`src/rtl/axi_wb_pkg.sv`:
```
// Shared types and constants for the AXI write-back buffer.
//   wb_state_e      : buffer FSM states
//   AXI_BURST_INCR  : incrementing burst encoding
//   AXI_SIZE_4B     : 4-byte beat size encoding
//   AXI_RESP_OKAY   : OKAY write response
package axi_wb_pkg;

  localparam int unsigned WORD_W     = 32;
  localparam int unsigned ADDR_W     = 32;
  localparam int unsigned LINE_OFF_W = 5;

  localparam logic [1:0] AXI_BURST_INCR = 2'b01;
  localparam logic [2:0] AXI_SIZE_4B    = 3'b010;
  localparam logic [1:0] AXI_RESP_OKAY  = 2'b00;

  typedef enum logic [2:0] {
    ST_IDLE = 3'd0,
    ST_REQ  = 3'd1,
    ST_AW   = 3'd2,
    ST_W    = 3'd3,
    ST_B    = 3'd4
  } wb_state_e;

endpackage

```
`src/rtl/wb_line_buf.sv`:
```
// Single cache-line store with one write port and two word read muxes.
//   clk        : clock
//   wr_en      : load the whole line from wr_line
//   wr_line    : line data, word0 in bits [31:0]
//   rd_idx_a   : word index for the burst data path
//   rd_data_a  : selected word (combinational)
//   rd_idx_b   : word index for the forwarding path
//   rd_data_b  : selected word (combinational)
module wb_line_buf
  import axi_wb_pkg::*;
#(
  parameter int unsigned LINE_WORDS = 8,
  localparam int unsigned IDX_W = $clog2(LINE_WORDS)
) (
  input  logic                         clk,
  input  logic                         wr_en,
  input  logic [WORD_W*LINE_WORDS-1:0] wr_line,
  input  logic [IDX_W-1:0]             rd_idx_a,
  output logic [WORD_W-1:0]            rd_data_a,
  input  logic [IDX_W-1:0]             rd_idx_b,
  output logic [WORD_W-1:0]            rd_data_b
);

  logic [WORD_W-1:0] mem_q [LINE_WORDS];
  logic [WORD_W-1:0] mem_d [LINE_WORDS];

  // Whole-line load; contents are don't-care until the first capture.
  always_comb begin : line_next
    for (int i = 0; i < int'(LINE_WORDS); i++) begin
      mem_d[i] = mem_q[i];
      if (wr_en) begin
        mem_d[i] = wr_line[WORD_W*i +: WORD_W];
      end
    end
  end

  always_ff @(posedge clk) begin : line_reg
    mem_q <= mem_d;
  end

  assign rd_data_a = mem_q[rd_idx_a];
  assign rd_data_b = mem_q[rd_idx_b];

endmodule

```
`src/rtl/axi_writeback_buffer.sv`:
```
// One-line write-back buffer draining dirty dcache lines as AXI INCR bursts.
// Optional store-to-load forwarding is built when WB_FORWARD_EN is defined.
//   clk, rst                 : clock, async active-high reset
//   wb_valid/wb_ready        : line handoff from the dcache (addr + data)
//   wb_err                   : one-cycle pulse after a non-OKAY response
//   lookup_addr/hit/data     : combinational probe of the buffered line
//   req/grnt                 : store-bus arbitration
//   aw*, w*, b*              : AXI3 write channels
module axi_writeback_buffer
  import axi_wb_pkg::*;
#(
  parameter int unsigned LINE_WORDS = 8,
  parameter logic [3:0]  AXI_ID     = 4'd1
) (
  input  logic                         clk,
  input  logic                         rst,
  input  logic                         wb_valid,
  output logic                         wb_ready,
  input  logic [ADDR_W-1:0]            wb_addr,
  input  logic [WORD_W*LINE_WORDS-1:0] wb_data,
  output logic                         wb_err,
  input  logic [ADDR_W-1:0]            lookup_addr,
  output logic                         lookup_hit,
  output logic [WORD_W-1:0]            lookup_data,
  output logic                         req,
  input  logic                         grnt,
  output logic [3:0]                   awid,
  output logic [3:0]                   awlen,
  output logic [2:0]                   awsize,
  output logic [1:0]                   awburst,
  output logic [1:0]                   awlock,
  output logic [3:0]                   awcache,
  output logic [2:0]                   awprot,
  output logic [ADDR_W-1:0]            awaddr,
  output logic                         awvalid,
  input  logic                         awready,
  output logic [3:0]                   wid,
  output logic [WORD_W-1:0]            wdata,
  output logic [3:0]                   wstrb,
  output logic                         wlast,
  output logic                         wvalid,
  input  logic                         wready,
  input  logic [3:0]                   bid,
  input  logic [1:0]                   bresp,
  input  logic                         bvalid,
  output logic                         bready
);

  localparam int unsigned       BEAT_W    = $clog2(LINE_WORDS);
  localparam logic [BEAT_W-1:0] LAST_BEAT = BEAT_W'(LINE_WORDS - 1);
  localparam logic [3:0]        AW_LEN    = 4'(LINE_WORDS - 1);

  wb_state_e           state_q, state_d;
  logic [BEAT_W-1:0]   beat_q, beat_d;
  logic [ADDR_W-1:0]   addr_q, addr_d;
  logic                cap_en;

  logic                wb_ready_q, wb_ready_d;
  logic                wb_err_q, wb_err_d;
  logic                req_q, req_d;
  logic                awvalid_q, awvalid_d;
  logic [ADDR_W-1:0]   awaddr_q, awaddr_d;
  logic [3:0]          awlen_q, awlen_d;
  logic [2:0]          awsize_q, awsize_d;
  logic [1:0]          awburst_q, awburst_d;
  logic [3:0]          awid_q, awid_d;
  logic                wvalid_q, wvalid_d;
  logic [WORD_W-1:0]   wdata_q, wdata_d;
  logic                wlast_q, wlast_d;
  logic [3:0]          wstrb_q, wstrb_d;
  logic [3:0]          wid_q, wid_d;
  logic                bready_q, bready_d;

  logic [WORD_W-1:0]   beat_word;
  logic [WORD_W-1:0]   lookup_word;

  // Burst reads index with the next beat so wdata can be registered.
  wb_line_buf #(
    .LINE_WORDS (LINE_WORDS)
  ) u_line_buf (
    .clk       (clk),
    .wr_en     (cap_en),
    .wr_line   (wb_data),
    .rd_idx_a  (beat_d),
    .rd_data_a (beat_word),
    .rd_idx_b  (lookup_addr[BEAT_W+1:2]),
    .rd_data_b (lookup_word)
  );

  // Next-state: handoff, arbitration, AW, W beats, B response.
  always_comb begin : fsm_next
    state_d  = state_q;
    beat_d   = beat_q;
    addr_d   = addr_q;
    cap_en   = 1'b0;
    wb_err_d = 1'b0;
    unique case (state_q)
      ST_IDLE: begin
        if (wb_valid && wb_ready_q) begin
          cap_en  = 1'b1;
          addr_d  = {wb_addr[ADDR_W-1:LINE_OFF_W], LINE_OFF_W'(0)};
          state_d = ST_REQ;
        end
      end
      ST_REQ: begin
        if (grnt) begin
          state_d = ST_AW;
        end
      end
      ST_AW: begin
        if (awready) begin
          beat_d  = '0;
          state_d = ST_W;
        end
      end
      ST_W: begin
        if (wready) begin
          // Beat saturates on the last word instead of wrapping.
          if (beat_q == LAST_BEAT) begin
            state_d = ST_B;
          end else begin
            beat_d = beat_q + BEAT_W'(1);
          end
        end
      end
      ST_B: begin
        if (bvalid) begin
          wb_err_d = (bresp != AXI_RESP_OKAY);
          state_d  = ST_IDLE;
        end
      end
      default: begin
        state_d = ST_IDLE;
        beat_d  = '0;
      end
    endcase
  end

  // Output next values decode the upcoming state; payloads are 0 when idle.
  always_comb begin : out_next
    wb_ready_d = (state_d == ST_IDLE);
    req_d      = (state_d != ST_IDLE);
    awvalid_d  = (state_d == ST_AW);
    awaddr_d   = awvalid_d ? addr_d : '0;
    awlen_d    = awvalid_d ? AW_LEN : '0;
    awsize_d   = awvalid_d ? AXI_SIZE_4B : '0;
    awburst_d  = awvalid_d ? AXI_BURST_INCR : '0;
    awid_d     = awvalid_d ? AXI_ID : '0;
    wvalid_d   = (state_d == ST_W);
    wdata_d    = wvalid_d ? beat_word : '0;
    wlast_d    = wvalid_d && (beat_d == LAST_BEAT);
    wstrb_d    = wvalid_d ? 4'hF : 4'h0;
    wid_d      = wvalid_d ? AXI_ID : '0;
    bready_d   = (state_d == ST_B);
  end

  always_ff @(posedge clk or posedge rst) begin : regs
    if (rst) begin
      state_q    <= ST_IDLE;
      beat_q     <= '0;
      addr_q     <= '0;
      wb_ready_q <= 1'b1;
      wb_err_q   <= 1'b0;
      req_q      <= 1'b0;
      awvalid_q  <= 1'b0;
      awaddr_q   <= '0;
      awlen_q    <= '0;
      awsize_q   <= '0;
      awburst_q  <= '0;
      awid_q     <= '0;
      wvalid_q   <= 1'b0;
      wdata_q    <= '0;
      wlast_q    <= 1'b0;
      wstrb_q    <= '0;
      wid_q      <= '0;
      bready_q   <= 1'b0;
    end else begin
      state_q    <= state_d;
      beat_q     <= beat_d;
      addr_q     <= addr_d;
      wb_ready_q <= wb_ready_d;
      wb_err_q   <= wb_err_d;
      req_q      <= req_d;
      awvalid_q  <= awvalid_d;
      awaddr_q   <= awaddr_d;
      awlen_q    <= awlen_d;
      awsize_q   <= awsize_d;
      awburst_q  <= awburst_d;
      awid_q     <= awid_d;
      wvalid_q   <= wvalid_d;
      wdata_q    <= wdata_d;
      wlast_q    <= wlast_d;
      wstrb_q    <= wstrb_d;
      wid_q      <= wid_d;
      bready_q   <= bready_d;
    end
  end

  assign wb_ready = wb_ready_q;
  assign wb_err   = wb_err_q;
  assign req      = req_q;
  assign awvalid  = awvalid_q;
  assign awaddr   = awaddr_q;
  assign awlen    = awlen_q;
  assign awsize   = awsize_q;
  assign awburst  = awburst_q;
  assign awid     = awid_q;
  assign awlock   = '0;
  assign awcache  = '0;
  assign awprot   = '0;
  assign wvalid   = wvalid_q;
  assign wdata    = wdata_q;
  assign wlast    = wlast_q;
  assign wstrb    = wstrb_q;
  assign wid      = wid_q;
  assign bready   = bready_q;

  // Forwarding probe: combinational hit on the captured line while it is held.
`ifdef WB_FORWARD_EN
  assign lookup_hit  = (state_q != ST_IDLE) &&
                       (lookup_addr[ADDR_W-1:LINE_OFF_W] == addr_q[ADDR_W-1:LINE_OFF_W]);
  assign lookup_data = lookup_word;
`else
  assign lookup_hit  = 1'b0;
  assign lookup_data = '0;
`endif

  // Inputs intentionally not consumed: response ID, line offset bits.
  logic unused_inputs;
  assign unused_inputs = ^{bid, wb_addr[LINE_OFF_W-1:0], lookup_addr, lookup_word};

endmodule

```
`config.mk`:
```
export PLATFORM = sky130hd
export DESIGN_NAME = axi_writeback_buffer
export DESIGN_NICKNAME = d
export VERILOG_FILES = /design/src/rtl/axi_wb_pkg.sv /design/src/rtl/wb_line_buf.sv /design/src/rtl/axi_writeback_buffer.sv
export SDC_FILE = /design/constraint.sdc
export NUM_CORES = 1
export LEC_CHECK = 0
export ABC_AREA = 1
export CORE_ASPECT_RATIO = 0.5
export CORE_MARGIN = 1.5
export CORE_UTILIZATION = 45
export CTS_CLUSTER_DIAMETER = 150
export CTS_CLUSTER_SIZE = 8
export DETAILED_ROUTE_END_ITERATION = 8
export PLACE_DENSITY = 0.78
export RECOVER_POWER = 100
export REMOVE_ABC_BUFFERS = 1
export SYNTH_ARGS = -nofsm -noshare
export SYNTH_HDL_FRONTEND = slang
export SYNTH_SLANG_ARGS = --single-unit
```
`constraint.sdc`:
```
create_clock -name clk -period 19 [get_ports clk]
set_input_delay 1.9 -clock clk [delete_from_list [all_inputs] [get_ports clk]]
set_output_delay 1.9 -clock clk [all_outputs]
set_load 0.005 [all_outputs]
```
# Word level (Yosys, flattened, before mapping)
# Index checks and enable logic that the tools add are counted.
dict set report word_totals {
  register_bits 377
  inputBits 333
  out_inout_bits 134
  elab_cells 73
}
dict set report classes {
  add_sub_neg 1
  n_lt_le_gt_ge 1
  eq_ne 9
  mux 28
  bitwise_logic 1
  reduce_logical 7
}
# op n
set ops {}
lappend ops {{$mux 32} 6}
lappend ops {{$bmux 32 s3} 1}
lappend ops {{$mux 3} 10}
lappend ops {{$pmux 3 s5} 1}
lappend ops {{$eq 3x2->1 const B} 4}
lappend ops {{$eq 3x3->1 const B} 4}
lappend ops {{$pmux 3 s3} 1}
lappend ops {{$mux 1} 7}
lappend ops {{$logic_not 3->1} 2}
lappend ops {{$ge 4x4->1 const B} 1}
lappend ops {{$mux 4} 1}
lappend ops {{$not 3->4} 1}
lappend ops {{$add 3x1->3 const B} 1}
lappend ops {{$eq 3x1->1 const B} 1}
lappend ops {{$reduce_bool 3->1} 1}
lappend ops {{$reduce_or 3->1} 1}
lappend ops {{$logic_and 1x1->1} 2}
lappend ops {{$mux 2} 1}
lappend ops {{$reduce_bool 2->1} 1}

# Depth between registers and ports, before layout
dict set report depth {
  ltp_word 9
  mapped_depth 13
  ltp_nobuf 12
}

# Hierarchy
# Synthesis repeated with hierarchy kept, for this count alone.
dict set report hier_totals {
  cells_unflattened 2144
  area_unflattened_um2 18252.5
}
# mod instances cells_per_inst area_each_um2 seq_area_each_um2
set modules_own_cells {}
lappend modules_own_cells {wb_line_buf 1 1702 13668.1 7687.4}
lappend modules_own_cells {axi_writeback_buffer 1 442 4584.4 2728.9}

# Worst setup path before layout
# No wires, ideal clock.
dict set report synth_timing {
  path_kind {input to register}
  startpoint {in wb_valid}
  endpoint {reg u_line_buf.mem_q[0] in the netlist's numbering (enable)}
  setup_ns 0.720
  t_arrival_ns 9.395
  required_time_ns 18.280
  path_slack_ns 8.884
  path_stages 4
  path_buffers 2
  path_cell_list {nand4_1 > inv_1 > clkbuf_1 > clkbuf_1}
}
dict set report synth_between {
  elab_chain_len 3
}
# item line_no
set synth_rtl {}
lappend synth_rtl {{start, declared} axi_writeback_buffer.sv:17} ;# input logic wb_valid,
lappend synth_rtl {{$logic_and 1x1->1} axi_writeback_buffer.sv:99} ;# if (wb_valid && wb_ready_q) begin
lappend synth_rtl {{$mux 1} axi_writeback_buffer.sv:99}
lappend synth_rtl {{$mux 1} axi_writeback_buffer.sv:97} ;# unique case (state_q)
lappend synth_rtl {{named net cap_en} axi_writeback_buffer.sv:56} ;# logic cap_en;
lappend synth_rtl {{end signal, assigned} wb_line_buf.sv:38} ;# mem_q <= mem_d;
lappend synth_rtl {{end, declared} wb_line_buf.sv:24} ;# logic [WORD_W-1:0] mem_q [LINE_WORDS];
# The timed path passes the listed nets, and every way through them passes these cells.
# A chain may end at the register's enable or synchronous reset.

# Worst setup path in the final report
dict set report layout_timing {
  startpoint {in wb_valid}
  endpoint {reg u_line_buf.mem_q[180] in the netlist's numbering (enable)}
}
dict set report layout_between {
  elab_chain_len 3
}
# item line_no
set layout_rtl {}
lappend layout_rtl {{$logic_and 1x1->1} axi_writeback_buffer.sv:99}
lappend layout_rtl {{$mux 1} axi_writeback_buffer.sv:99}
lappend layout_rtl {{$mux 1} axi_writeback_buffer.sv:97}
# Every way passes these cells.

==> impl_metrics.csv <==
group,metric,value,unit
placement,port-buffer-count,373,
sta,max_freq,91.69,MHz
floorplanning,die_w,256.0,µm
floorplanning,die_h,129.5,µm
setup_path,cp.arrival,10.55,ns
global_routing,grt_max_degree,131,
finish,area_delta_synth_final,36.23,%
route,drc,0,
route,vias,10150,
clock_tree,cts_resized,0,
pwr,p_leak,8.052,nW
route,ant_nets,0,
placement,dpl.hpwl,23490,µm
sta,max-slew-margin-rel,-226.4,%
route,routed_wl,37880,µm
worst_hold_path,holdPathStages,2,
sta,min_period_over_period,57.40,%
setup_path,crit_path_end_kind,"register",
route,first_iter_violations,733,
sta,finalSetupViolCount,0,
setup_path,crit_cells,5,
sta,setup_tns,0,ns
run_status,violations,"capacitance limit, slew limit",
clock_tree,insertion_delay,0.55,ns
clock_tree,cts_setup_buffers,0,
worst_hold_path,hold_end,"addr_q[2]",
synth,synth.ff_latch_count,365,
finish,multi_input_area,3122,µm²
route,wire_per_inst,18.47,µm
global_routing,grt_pass1_vias,10110,
finish,drive_above_1_share,6.470,%
run_status,outcome,"finished with violations",
synth,yosysWarnings,0,
floorplanning,fp-row-count,46,
global_routing,grt_usage,21.95,%
clock_tree,clock-root-buffer,"clkbuf_16",
clock_tree,h-tree-depth,2,
worst_hold_path,hold_path_class,"reg -> reg",
setup_path,required,18.65,ns
clock_tree,clk_pin_slew,0.05,ns
sta,rsz0062_at_grt,"false",
floorplanning,die-area,33150,µm²
floorplanning,core-area,31600,µm²
setup_path,path_buf_inv,4,
synth,syn_inst,1187,
clock_tree,clockBufferDepth,3,
sta,period_minus_slack,10.91,ns
setup_path,r2r_slack,9.34,ns
setup_path,path_class,"in -> reg",
floorplanning,io_pins,467,
finish,n_fill_cell,2381,
finish,layout.nets,1886,
finish,seq_area,10420,µm²
global_routing,grt_pass1_wl,55460,µm
global_routing,antenna_found_initial,25,
sta,tightest_slew,4.869,ns
placement,gp_congestion,0.8141,
placement,place_area,18160,µm²
route,dr.pass1.iters,8,
sta,hold_violations,0,
synth,syn_area,14400,µm²
floorplanning,initial_core_util,45.58,%
synth,ys_types,34,
global_routing,overflow,0,
synth,yosysSeqAreaShare,72.32,%
clock_tree,cts_tree,"done",
clock_tree,cts.sinks,365,
pwr,pwr_density_cell,138.9,nW/µm²
setup_path,r2r_cells,5,
setup_path,critPathMaxFanout,130,
clock_tree,cts_hold_buf,0,
setup_path,slowest_stage,"clkinvlp_2",
setup_path,crit_family,"buffers and inverters",
setup_path,worstReg2RegEnd,"u_line_buf.mem_q[180]",
synth,synth.avg_cell_area,12.13,µm²
setup_path,reg2reg_from,"state_q[2]",
setup_path,crit_chain,"dlygate4sd3_1 > nand4_1 > clkbuf_1 > clkinvlp_2 > clkbuf_1",
setup_path,cp-start-kind,"input pin",
setup_path,cp_common_cell,"clkbuf_1",
route,routed_via_density,4.947,
clock_tree,cts_made_buffers,51,
worst_hold_path,hp-start,"addr_q[2]",
sta,slew_viol_final,677,
flow_run,drv_cap,10,
sta,clock_skew,0.01470,ns
setup_path,cpPeakStageDelay,4.35,ns
pwr,ir_worst_vdd,102.2,µV
finish,final_area,19620,µm²
[worst register-to-register path: stages, from the launching register on]
cell and delay (ns):
dfrtp_1 0.53, inv_2 0.10, nand4_1 0.09, clkbuf_1 0.99, clkinvlp_2 4.36, clkbuf_1 2.59
[cell type report]
cell class,instances,area share [%]
flip-flops and latches,365,53.09
clock buffers,90,7.359
inverters,61,1.192
well taps,432,2.755
diodes,27,0.3443
repair buffers,381,19.20
multi-input cells,692,15.91
clock inverters,3,0.1530
[cells by family (layout without fill, tap and decap cells)]
group                      Yosys count  after routing  synth area share [%]
adders and majority gates            1              1               0.08686
buffers and inverters              181            535                 7.193
and+or+nand+nor                    599            599                 18.82
other                                1             79               0.02604
AOI/OAI and AO/OA                   40             40                 1.555
DFF                                365            365                 72.32
[flip-flops by register name (all words and copies together) (netlist names)]
register and flops:
u_line_buf.mem_q 256, req 1, wdata 32, wlast 1, awlen 1, wstrb 1, wb_ready 1, bready 1
addr_q 32, state_q 3, beat_q 3, awaddr 32, wb_err 1
[per-stage QoR]
step           hold slack [ns]  util (%)  power, mW  worst slack [ns]  std cells
4_1_cts                 0.4923     62.14      2.755             13.90       2024
3_5_place_dp            0.4801     57.48      1.906             13.36       1931
5_1_grt                 0.5082     62.09      2.879             7.179       2050
2_1_floorplan           0.4605         -      1.572             10.18       1118
6_report                0.4848     62.10      2.725             8.094       2051
3_3_place_gp            0.4719     57.48      1.881             13.40       1931
[report_power, final]
| group | total [mW] | switching (mW) | internal [mW] |
|---|---|---|---|
| Combinational | 0.845 | 0.537 | 0.308 |
| Sequential | 1.04 | 0.0342 | 1.01 |
| Clock | 0.839 | 0.330 | 0.509 |
[synthesized netlist by cell type, drive strengths merged]
cell type	instances	area share (%)
nor3	7	0.24
nand2	290	7.6
nand3	213	7.5
a21boi	1	0.13
o21ai	28	0.97
o22ai	1	0.043
nand3b	1	0.052
clkbuf	12	0.31
dfstp	1	0.18
o31ai	2	0.10
inv	61	1.6
conb	1	0.026
nor4	1	0.087
nand4	9	0.43
edfxtp	256	53
dfrtp	108	19
nor2	51	1.7
a21oi	8	0.30
buf	108	5.3
ha	1	0.087
or2	27	1.2
[layout by cell type (no fill, tap or decap), drive strengths merged]
| cell type | count |
|---|---|
| nor3 | 7 |
| o21ai | 28 |
| a21oi | 8 |
| or2 | 27 |
| dfrtp | 108 |
| clkinvlp | 2 |
| buf | 1 |
| nand3b | 1 |
| dfstp | 1 |
| dlygate4sd3 | 342 |
| ha | 1 |
| nor2 | 51 |
| conb | 52 |
| nand2 | 290 |
| a21boi | 1 |
| o22ai | 1 |
| clkbuf | 97 |
| edfxtp | 256 |
| nand3 | 213 |
| o31ai | 2 |
| clkinv | 2 |
| diode | 27 |
| inv | 60 |
| clkdlybuf4s50 | 31 |
| nor4 | 1 |
| nand4 | 9 |
[worst max-delay path by stage]
stage | from | end | slack [ns]
floorplan | wb_valid | awaddr[10] | 10.18
global placement | wready | wdata[6] | 13.40
global route | wb_valid | u_line_buf.mem_q[148] | 7.18
detailed placement | wready | wdata[26] | 13.36
finish | wb_valid | u_line_buf.mem_q[180] | 8.09
CTS | wready | wdata[26] | 13.90
[metal layers]
metal	vias to the layer above	track usage (%)	wire (µm)
met5	-	0	0
met2	391	39.85	20500
met4	0	13.02	1693
met1	4956	24.93	13910
li1	4691	-	-
met3	109	3.658	1768
No activity file was read; power rests on OpenSTA's default activity.
